**config.mk**
```make
export PLATFORM = sky130hd
export DESIGN_NAME = fsm_out_monitor
export DESIGN_NICKNAME = d
export VERILOG_FILES = /design/src/rtl/fsm_mon_pkg.sv /design/src/rtl/fsm_mon_dwell_cnt.sv /design/src/rtl/fsm_out_monitor.sv
export SDC_FILE = /design/constraint.sdc
export NUM_CORES = 1
export LEC_CHECK = 0
export CAP_MARGIN = 30
export CORE_MARGIN = 2
export CORE_UTILIZATION = 42
export CTS_CLUSTER_DIAMETER = 30
export DETAILED_ROUTE_END_ITERATION = 8
export PLACE_DENSITY_LB_ADDON = 0.3
export SYNTH_ARGS = -nofsm -noshare
export SYNTH_HDL_FRONTEND = slang
export SYNTH_HIERARCHICAL = 1
export SYNTH_SLANG_ARGS = --single-unit
```
**constraint.sdc**
```tcl
create_clock -name clk -period 1.75 [get_ports clk]
set_clock_uncertainty 0.05 [all_clocks]
set_input_delay 0.4375 -clock clk [delete_from_list [all_inputs] [get_ports clk]]
set_output_delay 0.4375 -clock clk [all_outputs]
set_load 0.005 [all_outputs]
```
**src/rtl/fsm_mon_pkg.sv**
```systemverilog
// Shared types and helpers for the FSM out-code monitor.
// Codes 0..3 are legal; a code may only repeat or advance by one, wrapping 3->0.
package fsm_mon_pkg;

   localparam int CODE_W  = 3;
   localparam int STATE_W = 2;

   localparam logic [CODE_W-1:0] LEGAL_MAX = 3'd3;

   typedef enum logic [STATE_W-1:0] {
      IDLE  = 2'd0,
      TRACK = 2'd1,
      ALARM = 2'd2
   } mon_state_e;

   function automatic logic [1:0] next_code(input logic [1:0] code);
      return code + 2'd1;
   endfunction

endpackage

```
**src/rtl/fsm_mon_dwell_cnt.sv**
```systemverilog
// Saturating dwell counter; lim_hit means one more increment reaches MAX.
// Registered count, lim_hit is combinational from the count; no backpressure.
module fsm_mon_dwell_cnt #(
   parameter int MAX = 15
) (
   input  logic clk,
   input  logic rst_n,
   input  logic clr,
   input  logic inc,
   output logic lim_hit
);

   localparam int W = (MAX < 1) ? 1 : $clog2(MAX + 1);
   localparam logic [W-1:0] MAX_V = W'(MAX);
   localparam logic [W-1:0] LIM_V = W'(MAX - 1);

   logic [W-1:0] cnt_q, cnt_d;

   always_comb begin
      cnt_d = cnt_q;
      if (clr) begin
         cnt_d = '0;
      end else if (inc && (cnt_q != MAX_V)) begin
         cnt_d = cnt_q + W'(1);
      end
   end

   always_ff @(posedge clk or negedge rst_n) begin
      if (!rst_n) begin
         cnt_q <= '0;
      end else begin
         cnt_q <= cnt_d;
      end
   end

   assign lim_hit = (cnt_q >= LIM_V);

endmodule

```
**src/rtl/fsm_out_monitor.sv**
```systemverilog
// Checks the control FSM's 3-bit out code stream; violations latch a sticky ALARM left only via clr_req/clr_ack.
// All outputs registered (one cycle after the sample); MON_TIMEOUT_EN adds the dwell timeout check.
module fsm_out_monitor
   import fsm_mon_pkg::*;
#(
   parameter int DWELL_MAX = 15,
   parameter int CNT_W     = 8
) (
   input  logic              clk,
   input  logic              rst_n,
   input  logic              in_valid,
   input  logic [CODE_W-1:0] in_code,
   input  logic              clr_req,
   output logic              clr_ack,
   output logic [1:0]        mon_state,
   output logic              err_illegal,
   output logic              err_trans,
   output logic              err_timeout,
   output logic [CNT_W-1:0]  err_cnt,
   output logic              alarm
);

   mon_state_e       state_q, state_d;
   logic [1:0]       mon_q, mon_d;
   logic             ill_q, ill_d;
   logic             trn_q, trn_d;
   logic             tmo_q, tmo_d;
   logic             ack_q, ack_d;
   logic [CNT_W-1:0] cnt_q, cnt_d;

   logic       code_ok;
   logic [1:0] code;
   logic       dwell_clr;
   logic       dwell_inc;
   logic       dwell_lim;

   assign code_ok = (in_code <= LEGAL_MAX);
   assign code    = in_code[1:0];

`ifdef MON_TIMEOUT_EN
   fsm_mon_dwell_cnt #(
      .MAX (DWELL_MAX)
   ) u_dwell (
      .clk     (clk),
      .rst_n   (rst_n),
      .clr     (dwell_clr),
      .inc     (dwell_inc),
      .lim_hit (dwell_lim)
   );
`else
   logic dwell_unused;
   assign dwell_unused = dwell_clr ^ dwell_inc ^ (DWELL_MAX == 0);
   assign dwell_lim    = 1'b0;
`endif

   always_comb begin
      state_d   = state_q;
      mon_d     = mon_q;
      ill_d     = 1'b0;
      trn_d     = 1'b0;
      tmo_d     = 1'b0;
      ack_d     = 1'b0;
      dwell_clr = 1'b0;
      dwell_inc = 1'b0;
      case (state_q)
         IDLE: begin
            if (in_valid) begin
               if (!code_ok) begin
                  ill_d   = 1'b1;
                  state_d = ALARM;
               end else begin
                  mon_d     = code;
                  dwell_clr = 1'b1;
                  state_d   = TRACK;
               end
            end
         end
         TRACK: begin
            if (in_valid) begin
               if (!code_ok) begin
                  ill_d   = 1'b1;
                  state_d = ALARM;
               end else if ((code != mon_q) && (code != next_code(mon_q))) begin
                  trn_d   = 1'b1;
                  state_d = ALARM;
               end else if (code == mon_q) begin
                  // Repeat sample: either it reaches the dwell limit or it extends the dwell.
                  if (dwell_lim) begin
                     tmo_d   = 1'b1;
                     state_d = ALARM;
                  end else begin
                     dwell_inc = 1'b1;
                  end
               end else begin
                  mon_d     = code;
                  dwell_clr = 1'b1;
               end
            end
         end
         default: begin
            // ALARM and the unused encoding: samples ignored, only a clear leaves.
            if (clr_req) begin
               ack_d   = 1'b1;
               mon_d   = 2'd0;
               state_d = IDLE;
            end
         end
      endcase

      cnt_d = cnt_q;
      if ((ill_d || trn_d || tmo_d) && (cnt_q != {CNT_W{1'b1}})) begin
         cnt_d = cnt_q + CNT_W'(1);
      end
   end

   always_ff @(posedge clk or negedge rst_n) begin
      if (!rst_n) begin
         state_q <= IDLE;
         mon_q   <= 2'd0;
         ill_q   <= 1'b0;
         trn_q   <= 1'b0;
         tmo_q   <= 1'b0;
         ack_q   <= 1'b0;
         cnt_q   <= '0;
      end else begin
         state_q <= state_d;
         mon_q   <= mon_d;
         ill_q   <= ill_d;
         trn_q   <= trn_d;
         tmo_q   <= tmo_d;
         ack_q   <= ack_d;
         cnt_q   <= cnt_d;
      end
   end

   assign mon_state   = mon_q;
   assign err_illegal = ill_q;
   assign err_trans   = trn_q;
   assign err_timeout = tmo_q;
   assign err_cnt     = cnt_q;
   assign clr_ack     = ack_q;
   assign alarm       = (state_q != IDLE) && (state_q != TRACK);

endmodule

```
* Yosys cells after proc, flatten, opt, wreduce, memory -nomap -nowiden *
Index checks and enable logic that the tools add are counted.

word-level totals
  bits in registers = 15
  bits of input ports = 7
  output and inout bits = 15
  logic and storage cells = 55

operators by class
  $add $sub $neg = 2
  magnitude comparators = 1
  equality and inequality tests = 13
  muxes and demuxes = 23
  reduce and logical (&&, ||, !) cells = 10

operators with widths
  cell                                                  number
  two-way mux 2 bit                                     12
  != test 2 bit (second input constant)                 6
  two-way mux 1 bit                                     9
  adder 8 x 1 -> 8 bit (second input constant)          1
  != test 8 bit (second input constant)                 1
  one-hot mux 2 bit (2 select lines)                    2
  AND reduction 7 bit                                   1
  != test 2 bit                                         2
  AND reduction 4 bit                                   1
  <= comparator 3 x 2 -> 1 bit (second input constant)  1
  logical AND 1 bit                                     3
  != test 3 bit (second input constant)                 1
  nonzero test 3 bit                                    1
  adder 2 x 1 -> 2 bit (second input constant)          1
  equality test 2 x 1 -> 1 bit (second input constant)  1
  equality test 2 bit                                   1
  logical NOT 2 bit                                     1
  != test 2 x 1 -> 1 bit (second input constant)        1
  nonzero test 2 bit                                    1
  OR reduction 2 bit                                    1
  logical OR 1 bit                                      1

* Longest topological paths before layout *
  word-level depth = 9
  depth in mapped cells = 6
  mapped depth without buffers = 6

* Worst setup path before layout *
Ideal clock, no wire load.

  path type = input port to flip-flop
  start point = input port in_code[1]
  end point = register cnt_q[1], in the netlist err_cnt[1]
  library setup time = 0.125 ns
  data arrival time = 1.537 ns
  data required time = 1.575 ns
  path slack = 0.037 ns
  stages on the path = 5
  path buffers = 0
  cell sequence = xnor2_2 -> xnor2_2 -> a21oi_4 -> nor3_2 -> mux2_4

on the way
  word-level cells in the longest chain between the ends = 8
  elaborated cells between the ends (all ways) = 13
  those cells by class = 1 x order compare; 2 x eq/ne; 7 x mux; 3 x reduce/logical

ends and longest elaborated chain
  element               line                    text
  from (decl)           fsm_out_monitor.sv:12   input logic [CODE_W-1:0] in_code,
  != test 2 bit         fsm_out_monitor.sv:83   end else if ((code != mon_q) && (code != next_code(mon_q))) begin
  logical AND 1 bit     fsm_out_monitor.sv:83
  two-way mux 1 bit     fsm_out_monitor.sv:83
  two-way mux 1 bit     fsm_out_monitor.sv:80   if (!code_ok) begin
  two-way mux 1 bit     fsm_out_monitor.sv:79   if (in_valid) begin
  two-way mux 1 bit     fsm_out_monitor.sv:65   case (state_q)
  logical OR 1 bit *    fsm_out_monitor.sv:111  if ((ill_d || trn_d || tmo_d) && (cnt_q != {CNT_W{1'b1}})) begin
  logical AND 1 bit *   fsm_out_monitor.sv:111
  to (signal assigned)  fsm_out_monitor.sv:132  cnt_q <= cnt_d;
  to (decl)             fsm_out_monitor.sv:29   logic [CNT_W-1:0] cnt_q, cnt_d;

Every way passes the cells marked *; elsewhere a longest branch is shown, timed or not.
A chain may end at the register's enable or synchronous reset.

* Worst setup path in the final report *
  start point = register cnt_q[0], in the netlist err_cnt[0]
  end point = output port err_cnt[0]

RTL lines
  element    line                   text
  to (decl)  fsm_out_monitor.sv:19  output logic [CNT_W-1:0] err_cnt,

No word-level cell between the ends.

==> flow_metrics.py <==
metrics = {
    "clock_tree": {
        "clock_sinks": 15,
        "clk_pin_slew_ns": 0.09,
        "numCtsBuffers": 3,
        "cts-root-buf": "clkbuf_4",
        "clockBufferDepth": 2,
        "cts_tree": "done",
        "clk_latency_ns": 0.28,
        "cts_hold_buf": 0,
        "cts.htree.levels": 1,
    },
    "route": {
        "post_drt_wl_per_cell_um": 12.6,
        "wl_met3_um": 76,
        "vias_per_cell": 4.79,
        "drt_wl_total_um": 1850,
        "vias": 704,
        "wl_met1_um": 860,
        "drc": 0,
        "initialDrtViolationCount": 13,
        "antenna_left": 0,
        "topRoutingLayerUsed": "met4",
        "first_pass_iters": 4,
        "routed-wl-met2_um": 888,
    },
    "worst_setup_path": {
        "path_depth": 1,
        "cp_max_fo": 4,
        "critical_path_buf_inv_count": 1,
        "timing.rr.start": "mon_state[1]",
        "path_cells": "clkdlybuf4s50_1",
        "endpoint_kind": "output pin",
        "cp.arrival_ns": 1.21,
        "cp_top_family": "buffers and inverters",
        "timing.rr.end": "err_cnt[4]",
        "critPathRequiredTime_ns": 1.26,
        "cp-startpoint": "err_cnt[0]",
        "crit_type": "reg2out",
        "endpoint": "err_cnt[0]",
        "r2r_cells": 6,
        "r2r_slack_ns": 0.07,
        "worst_setup_path_start_kind": "flip-flop",
        "cp_slowest_cell": "clkdlybuf4s50_1",
        "slowest_delay_ns": 0.52,
    },
    "synth": {
        "yosys.area.top_type_share_pct": 45.5,
        "syn_area_per_cell_um2": 10.7,
        "yosys-top-cells-area": "dfrtp_1 46%, mux2_4 5.5%, xor2_1 4.2%, xnor2_2 3.9%, nor2_1 3.2%",
        "yosysTopAreaCell": "dfrtp_1",
        "yosys_warnings": 6,
        "synth_fp_nets": 85,
        "ys_seq_elements": 15,
        "syn_inst": 77,
        "synth.distinct_cells": 32,
        "netlist_area_um2": 825,
        "seq_area_frac_synth_pct": 45.5,
    },
    "power": {
        "clkPwrFrac_pct": 11.0,
        "power_density_nw_per_um2": 1340,
        "combPwrFrac_pct": 56.4,
        "p_int_mw": 1.14,
        "p_seq_share_pct": 32.6,
        "switching_power_mw": 0.584,
        "leakagePower_nw": 0.596,
        "power_switching_share_pct": 33.8,
        "p_total_mw": 1.73,
        "ir_worst_vdd_uv": 835,
    },
    "hold_path": {
        "hold_class": "in2async",
    },
    "placed_design": {
        "placed_cell_area_um2": 1110,
        "place.port_buffers": 20,
        "hpwl_um": 1210,
        "place_congestion": 0.743,
        "numPlacedInstances": 130,
    },
    "global_routing": {
        "grt_max_degree": 16,
        "grt_usage_pct": 16.8,
        "overflow": 0,
        "grt_first_pass_wirelength_um": 3040,
        "antenna_found_initial": 0,
        "grt_pass1_vias": 644,
    },
    "status": {
        "status": "complete, no violations",
    },
    "die": {
        "core_area_um2": 1900,
        "fp.dieArea_um2": 2330,
        "die_x_um": 48.3,
        "die_h_um": 48.3,
        "rows": 16,
        "start_util_pct": 43.4,
        "pin_count": 22,
    },
    "timing": {
        "post-route-period-util_pct": 96.8,
        "period_minus_slack_ns": 1.69,
        "final-setup-viol-count": 0,
        "rsz0062_at_grt": "yes",
        "slew_viol_final": 0,
        "finalHoldViolCount": 0,
        "fmax_mhz": 590,
        "setup_tns_ns": 0,
    },
    "layout": {
        "diodes": 0,
        "drive_gt1_share_pct": 37.5,
        "final_area_um2": 1290,
        "final_cells": 147,
        "layout.area.seq_um2": 377,
        "syn_to_final_growth_pct": 56.6,
        "fillerInstances": 157,
        "multi_input_area_um2": 474,
        "layout.nets": 129,
    },
    "job": {
        "maxCapViolCount": 0,
    },
}
power by group through the flow:
stage               combinational [mW]  clock (mW)  sequential (mW)
floorplan                        0.368           0            0.591
global placement                 0.723           0            0.587
detailed placement               0.740           0            0.590
CTS                              0.788       0.202            0.593
global route                      1.05       0.223            0.580
finish                           0.975       0.189            0.564
final cells by class:
cell class,instances,share of cell area [%]
Clock buffer,3,1.74
Clock inverter,1,0.388
Inverter,2,0.581
Multi-Input combinational cell,57,36.7
Sequential cell,15,29.2
Tap cell,27,2.62
Timing Repair Buffer,42,28.8
worst min path at each step:
stage                          start  cells after the start          to  slack [ns]
after floorplan                rst_n                      0     clr_ack        0.09
after global routing           rst_n                      2   err_trans        0.42
final                          rst_n                      2   err_trans        0.41
after detailed placement  err_cnt[7]                      1  err_cnt[7]        0.46
after global placement    err_cnt[7]                      1  err_cnt[7]        0.44
after CTS                      rst_n                      2   err_trans        0.40
cell families after synthesis:
logic type | synth area share [%]
compound gates | 9.56
buf+inv | 2.73
simple gates | 23.1
other cells | 0.455
mux | 7.89
xor+xnor | 9.26
flops | 45.5
fa+ha+maj | 1.52
cell usage after synthesis:
master and n:
xor2_1 4, nor2_1 7, o2bb2ai_1 2, a22o_2 1, xnor2_1 1, a21o_2 1
nand4_1 3, nand2b_1 1, clkbuf_1 2, and3_1 1, ha_1 1, dfrtp_1 15
nor3_2 2, nor2_2 1, mux2i_1 2, and2_1 2, o22ai_1 1, or3_1 1
buf_4 1, conb_1 1, inv_1 2, a21oi_4 1, mux2_4 3, xnor2_2 2
nor3_1 2, a21oi_1 2, nor4_2 1, and2b_2 2, o21ai_0 2, nor2b_1 3
nand2_1 5, nand3_1 2
registers in the layout, summed over array words and instances (netlist names):
register,count
state_q,2
clr_ack,1
err_cnt,8
err_illegal,1
err_trans,1
mon_state,2
stage by stage:
| step | worst slack (ns) | hold slack (ns) | utilization (%) |
|---|---|---|---|
| after global routing | -0.0101 | 0.416 | 67.9 |
| after detailed placement | -0.515 | 0.456 | 58.4 |
| after floorplan | 0.0374 | 0.0919 | - |
| final | 0.0564 | 0.408 | 67.9 |
| after global placement | -0.460 | 0.438 | 58.4 |
| after CTS | 0.0142 | 0.404 | 62.1 |
metal layers:
metal  track usage [%]  vias to the layer above
met3              5.86                        2
met4              5.71                        0
met2              25.5                       22
met1              22.4                      333
met5                 0                        -
li1                  -                      347
cells in the final DEF, fill, tap and decap left out, types with 2 or more instances in the layout:
| master | count |
|---|---|
| and2b_2 | 2 |
| dlygate4sd2_1 | 3 |
| nor2_2 | 3 |
| nor2b_1 | 3 |
| mux2_4 | 3 |
| nor2_1 | 5 |
| clkdlybuf4s50_1 | 16 |
| dfrtp_1 | 14 |
| o21ai_0 | 2 |
| buf_6 | 2 |
| clkbuf_4 | 3 |
| nand2_1 | 5 |
| and2_1 | 2 |
| buf_4 | 20 |
| mux2i_1 | 2 |
| a21oi_1 | 2 |
| nand4_1 | 3 |
| nor3_4 | 2 |
| inv_1 | 2 |
| xor2_1 | 4 |
| o2bb2ai_1 | 2 |
what timing repair did:
action	in CTS	in global routing
pin swaps	5	7
setup endpoints to repair	12	14
gates resized for setup	8	7
setup buffers	3	11
Note: power is estimated with default switching activity, not from simulation.
==> RTL change 1: new RTL, same flow settings <==
Reset style: synchronous (`rst_n`), changed in one clocked block.
--- a/src/rtl/fsm_out_monitor.sv
+++ b/src/rtl/fsm_out_monitor.sv
@@ -114,5 +114,5 @@
    end
 
-   always_ff @(posedge clk or negedge rst_n) begin
+   always_ff @(posedge clk) begin
       if (!rst_n) begin
          state_q <= IDLE;
Check against the original RTL: differs if rst_n is asserted again (counterexample within 4 cycles, from zero or initial values and one cycle with rst_n low); with rst_n held inactive, the same outputs for 10 cycles.
==> RTL change 1 against the original RTL <==
- via count rose by 14%
- maximum frequency fell by 0.99%
- setup slack got worse by 17 ps
- sequential cell count did not move
- cell area fell by 9.0%
- routed wire length rose by 2.6%
- synthesized area fell by 10%
- critical path type unchanged
Power is not compared: it rests on default switching activity, and its combinational part moved more than twofold at a synthesized area within 25%.
==> RTL change 1: results (changes against the original RTL) <==
drt-met1-wl_um: 834  # was 860 um
grt_pass1_wl_um: 3111  # was 3036 um
drt_iter0_drc: 17  # was 13
gp_congestion: 0.7568  # was 0.7428
r2r_cells: 7  # was 6
via_per_inst: 5.709  # was 4.789
yosys-top-cells-area: "dfxtp_1, nand4_1, mux2i_1"  # was dfrtp_1, mux2_4, xor2_1
wl_per_cell_um: 13.43  # was 12.56 um
yosys-top-cells-count: "dfxtp_1, nand2_1, nand4_1"  # was dfrtp_1, nor2_1, nand2_1
syn_nets: 92  # was 85
dr_wl_met3_um: 77  # was 76 um
dp_hpwl_um: 1388  # was 1215 um
final_nets: 133  # was 129
wl_met2_um: 952  # was 888 um
crit_start: "err_cnt[6]"  # was err_cnt[0]
use_met3: 0.03968  # was 0.05864
path_max_fanout: 5  # was 4
regToRegStartpoint: "err_cnt[1]"  # was mon_state[1]
crit_path_end: "err_cnt[6]"  # was err_cnt[0]
grt_pass1_vias: 705  # was 644
status: "completed"  # unchanged
hp-start: "err_cnt[5]"
synth.distinct_cells: 37  # was 32
fill_cells: 135  # was 157
r2r-end: "err_cnt[3]"  # was err_cnt[4]
drive_above_1_share: 0.3387  # was 0.3750
pre_cts_ws_ps: -546.9  # was -515.4 ps
hp-class: "reg -> reg"  # was in -> async
timing.hold.ws_ps: 451.8  # was 408.4 ps
slowest_stage: "clkdlybuf4s50_1"  # unchanged
synth-main-ff-cell: "dfxtp_1"  # was dfrtp_1
yosysSeqAreaShare: 0.4054  # was 0.4552
use_met1: 0.2679  # was 0.2238
[RTL change 1: cell count changes in the layout (fill, tap and decap cells not counted), moves of 3 or more]
cell	before	now
dfrtp_1	14	0
dfxtp_1	0	6
dfxtp_2	0	9
mux2_4	3	0
nand2_1	5	8
nand2b_1	1	4
nand3_1	1	4
nor2_1	5	2
nor2b_1	3	0
o21ai_1	0	3
xor2_1	4	0
[RTL change 1: logic make-up after synthesis]
logic type               count (synthesis)  share of synthesized area
AO/OA/AOI/OAI                           17                     0.1622
XOR/XNOR                                 2                    0.02365
adder cells (fa/ha/maj)                  1                    0.01689
buffers and inverters                    6                    0.03715
flip-flops                              15                     0.4054
multiplexers                             3                    0.04054
other                                    1                   0.005063
AND/OR/NAND/NOR                         39                     0.3091
[RTL change 1: timing repair]
item	in CTS	in global routing
hold buffers	0	0
setup buffers	3	1
pin swaps	3	4
setup endpoints to repair	12	12
gates resized for setup	10	10
[RTL change 1: worst min-delay path, stage by stage (launching register included)]
cell and delay, ps:
dfxtp_2 350, o31ai_1 60, a21oi_1 60
[RTL change 1: cell type report]
class | instances | share of cell area
Multi-Input combinational cell | 63 | 0.3845
Tap cell | 17 | 0.01810
Timing Repair Buffer | 40 | 0.3024
Sequential cell | 15 | 0.2652
Clock inverter | 1 | 0.004260
Inverter | 2 | 0.006390
Clock buffer | 3 | 0.01917
[RTL change 1: through the flow]
step                total power (uW)  utilization  cells  cell area, um2
finish                         703.5       0.6956    141            1175
global route                   738.2       0.6956    141            1175
CTS                            699.6       0.6733    140            1137
detailed placement             491.4       0.6363    133            1075
global placement               486.9       0.6363    133            1075
floorplan                      423.5            -     84           753.2
==> RTL change 2: new RTL, same flow settings <==
Without the edit above. `CNT_W`: 8 -> 12.
--- a/src/rtl/fsm_out_monitor.sv
+++ b/src/rtl/fsm_out_monitor.sv
@@ -5,5 +5,5 @@
 #(
    parameter int DWELL_MAX = 15,
-   parameter int CNT_W     = 8
+   parameter int CNT_W     = 12
 ) (
    input  logic              clk,
Ports: changed (resized err_cnt); port bits go from 22 to 26. No check against the original RTL was run, so the function may have changed too.
==> RTL change 2 against the original RTL <==
- clock power increased by 16%
- routed wire length increased by 23%
- sequential cell count increased by 4
- non-clock buffer count increased by 13
- power increased by 6.5%
- setup slack got worse by 30 ps
- cell area increased by 21%
- register-to-register slack got worse by 40 ps
- synthesized area increased by 16%
- critical path type is now reg -> reg
- first-iteration DRC count increased by 54%
- count of clock-buffer cells in the layout increased by 1
==> RTL change 2: results (changes against the original RTL) <==
crit_start: "state_q[1]"  # was err_cnt[0]
grt_pass1_wl_um: 3588  # was 3036 um
gp_congestion: 0.7946  # was 0.7428
fill_cells: 164  # was 157
grt_max_degree: 20  # was 16
insertion_delay_ps: 290
postPlaceCellArea_um2: 1371  # was 1111 um2
internal_power_uw: 1222  # was 1144 uW
track_usage: 0.1812  # was 0.1676
synth-main-ff-cell: "dfrtp_1"  # unchanged
crit_family: "buffers and inverters"  # unchanged
path_max_fanout: 6  # was 4
dp_hpwl_um: 1549  # was 1215 um
hp-class: "in -> async"  # unchanged
p_leak_uw: 0.0008124  # was 0.0005960 uW
final_nets: 154  # was 129
syn_nets: 96  # was 85
drt_iter0_drc: 20  # was 13
ctsLongestPathBuffers: 2  # unchanged
pre_cts_ws_ps: -506.3  # was -515.4 ps
drt_wl_total_um: 2267  # was 1846 um
yosysSeqAreaShare: 0.4967  # was 0.4552
io_buffer_count: 24  # was 20
synth_cells: 88  # was 77
via_per_inst: 5.058  # was 4.789
dpl.cell_count: 158  # was 130
use_met1: 0.2486  # was 0.2238
async_flop_share: 1.000  # unchanged
timing.final.ws_setup_ps: 26.65  # was 56.40 ps
crit_path_end: "err_cnt[0]"  # unchanged
cts_buffers: 3  # unchanged
status: "completed"  # unchanged
drive_above_1_share: 0.3517  # was 0.3750
grt_pass1_vias: 814  # was 644
path_clk_slew_ps: 110  # was 90 ps
ir_drop_mv: 0.7849  # was 0.8352 mV
yosys-top-cells-count: "dfrtp_1, nand3_1, xnor2_1"  # was dfrtp_1, nor2_1, nand2_1
num_vias: 875  # was 704
critPathMaxStageDelay_ps: 410  # was 520 ps
crit_arrival_ps: 1870  # was 1210 ps
slowest_stage: "dfrtp_1"  # was clkdlybuf4s50_1
yosys-top-cells-area: "dfrtp_1, xnor2_1, nand3_1"  # was dfrtp_1, mux2_4, xor2_1
yosys.area.top_type_share: 0.4967  # was 0.4552
grt.met2_usage: 0.2927  # was 0.2546
use_met3: 0.02586  # was 0.05864
largest_reg_flops: 12  # was 8
clock_tree.root_cell: "clkbuf_4"  # unchanged
synth.distinct_cells: 32  # unchanged
-- RTL change 2: cell count changes after synthesis, moves of 3 or more --
cell | unedited run | this run
mux2_4 | 3 | 0
dfrtp_1 | 15 | 19
nor2_1 | 7 | 4
xnor2_1 | 1 | 8
nand3_1 | 2 | 8
-- RTL change 2: through the flow --
| step | hold slack [ps] | util |
|---|---|---|
| 2_1_floorplan | 91.91 | - |
| 3_3_place_gp | 478.9 | 0.6259 |
| 3_5_place_dp | 479.6 | 0.6259 |
| 4_1_cts | 429.2 | 0.6779 |
| 5_1_grt | 445.9 | 0.7127 |
| 6_report | 420.2 | 0.7127 |
-- RTL change 2: worst min path at each step --
stage	slack (ps)	end
global placement	480	err_cnt[11]
floorplan	90	clr_ack
global route	450	err_cnt[8]
CTS	430	err_trans
detailed placement	480	err_cnt[10]
finish	420	err_cnt[0]
-- RTL change 2: power by group through the flow --
stage	Combinational, uW	Sequential, uW	Clock [uW]
CTS	903	622	221
detailed placement	822	631	0
floorplan	330	664	0
finish	1000	621	219
global placement	803	620	0
global route	1080	637	257
-- RTL change 2: layout make-up --
class | count | share of cell area
Timing Repair Buffer | 55 | 0.3141
Sequential cell | 19 | 0.3053
Clock buffer | 4 | 0.01683
Multi-Input combinational cell | 63 | 0.3317
Tap cell | 28 | 0.02244
Inverter | 4 | 0.009615
-- RTL change 2: logic make-up (layout without fill, tap and decap cells) --
group / after synthesis / in the layout / synth area share
flops: 19 / 19 / 0.4967
xor+xnor: 14 / 14 / 0.1438
buf+inv: 6 / 63 / 0.02745
mux: 2 / 2 / 0.02222
compound gates: 11 / 11 / 0.09021
fa+ha+maj: 1 / 1 / 0.01307
other cells: 1 / 1 / 0.003918
simple gates: 34 / 34 / 0.2026
-- RTL change 2: timing repair --
action | in CTS | in global routing
cloned | 0 | 0
pin swaps | 5 | 4
gates resized for setup | 25 | 11
buffers inserted | 7 | 4
setup endpoints to repair | 23 | 14
hold endpoints to repair | 0 | 0
-- RTL change 2: metal layers --
layer  vias to the layer above  share of wire
met3                         4          0.037
met4                         0          0.013
met5                         -              0
met1                       422           0.46
li1                        423              -
met2                        26           0.49
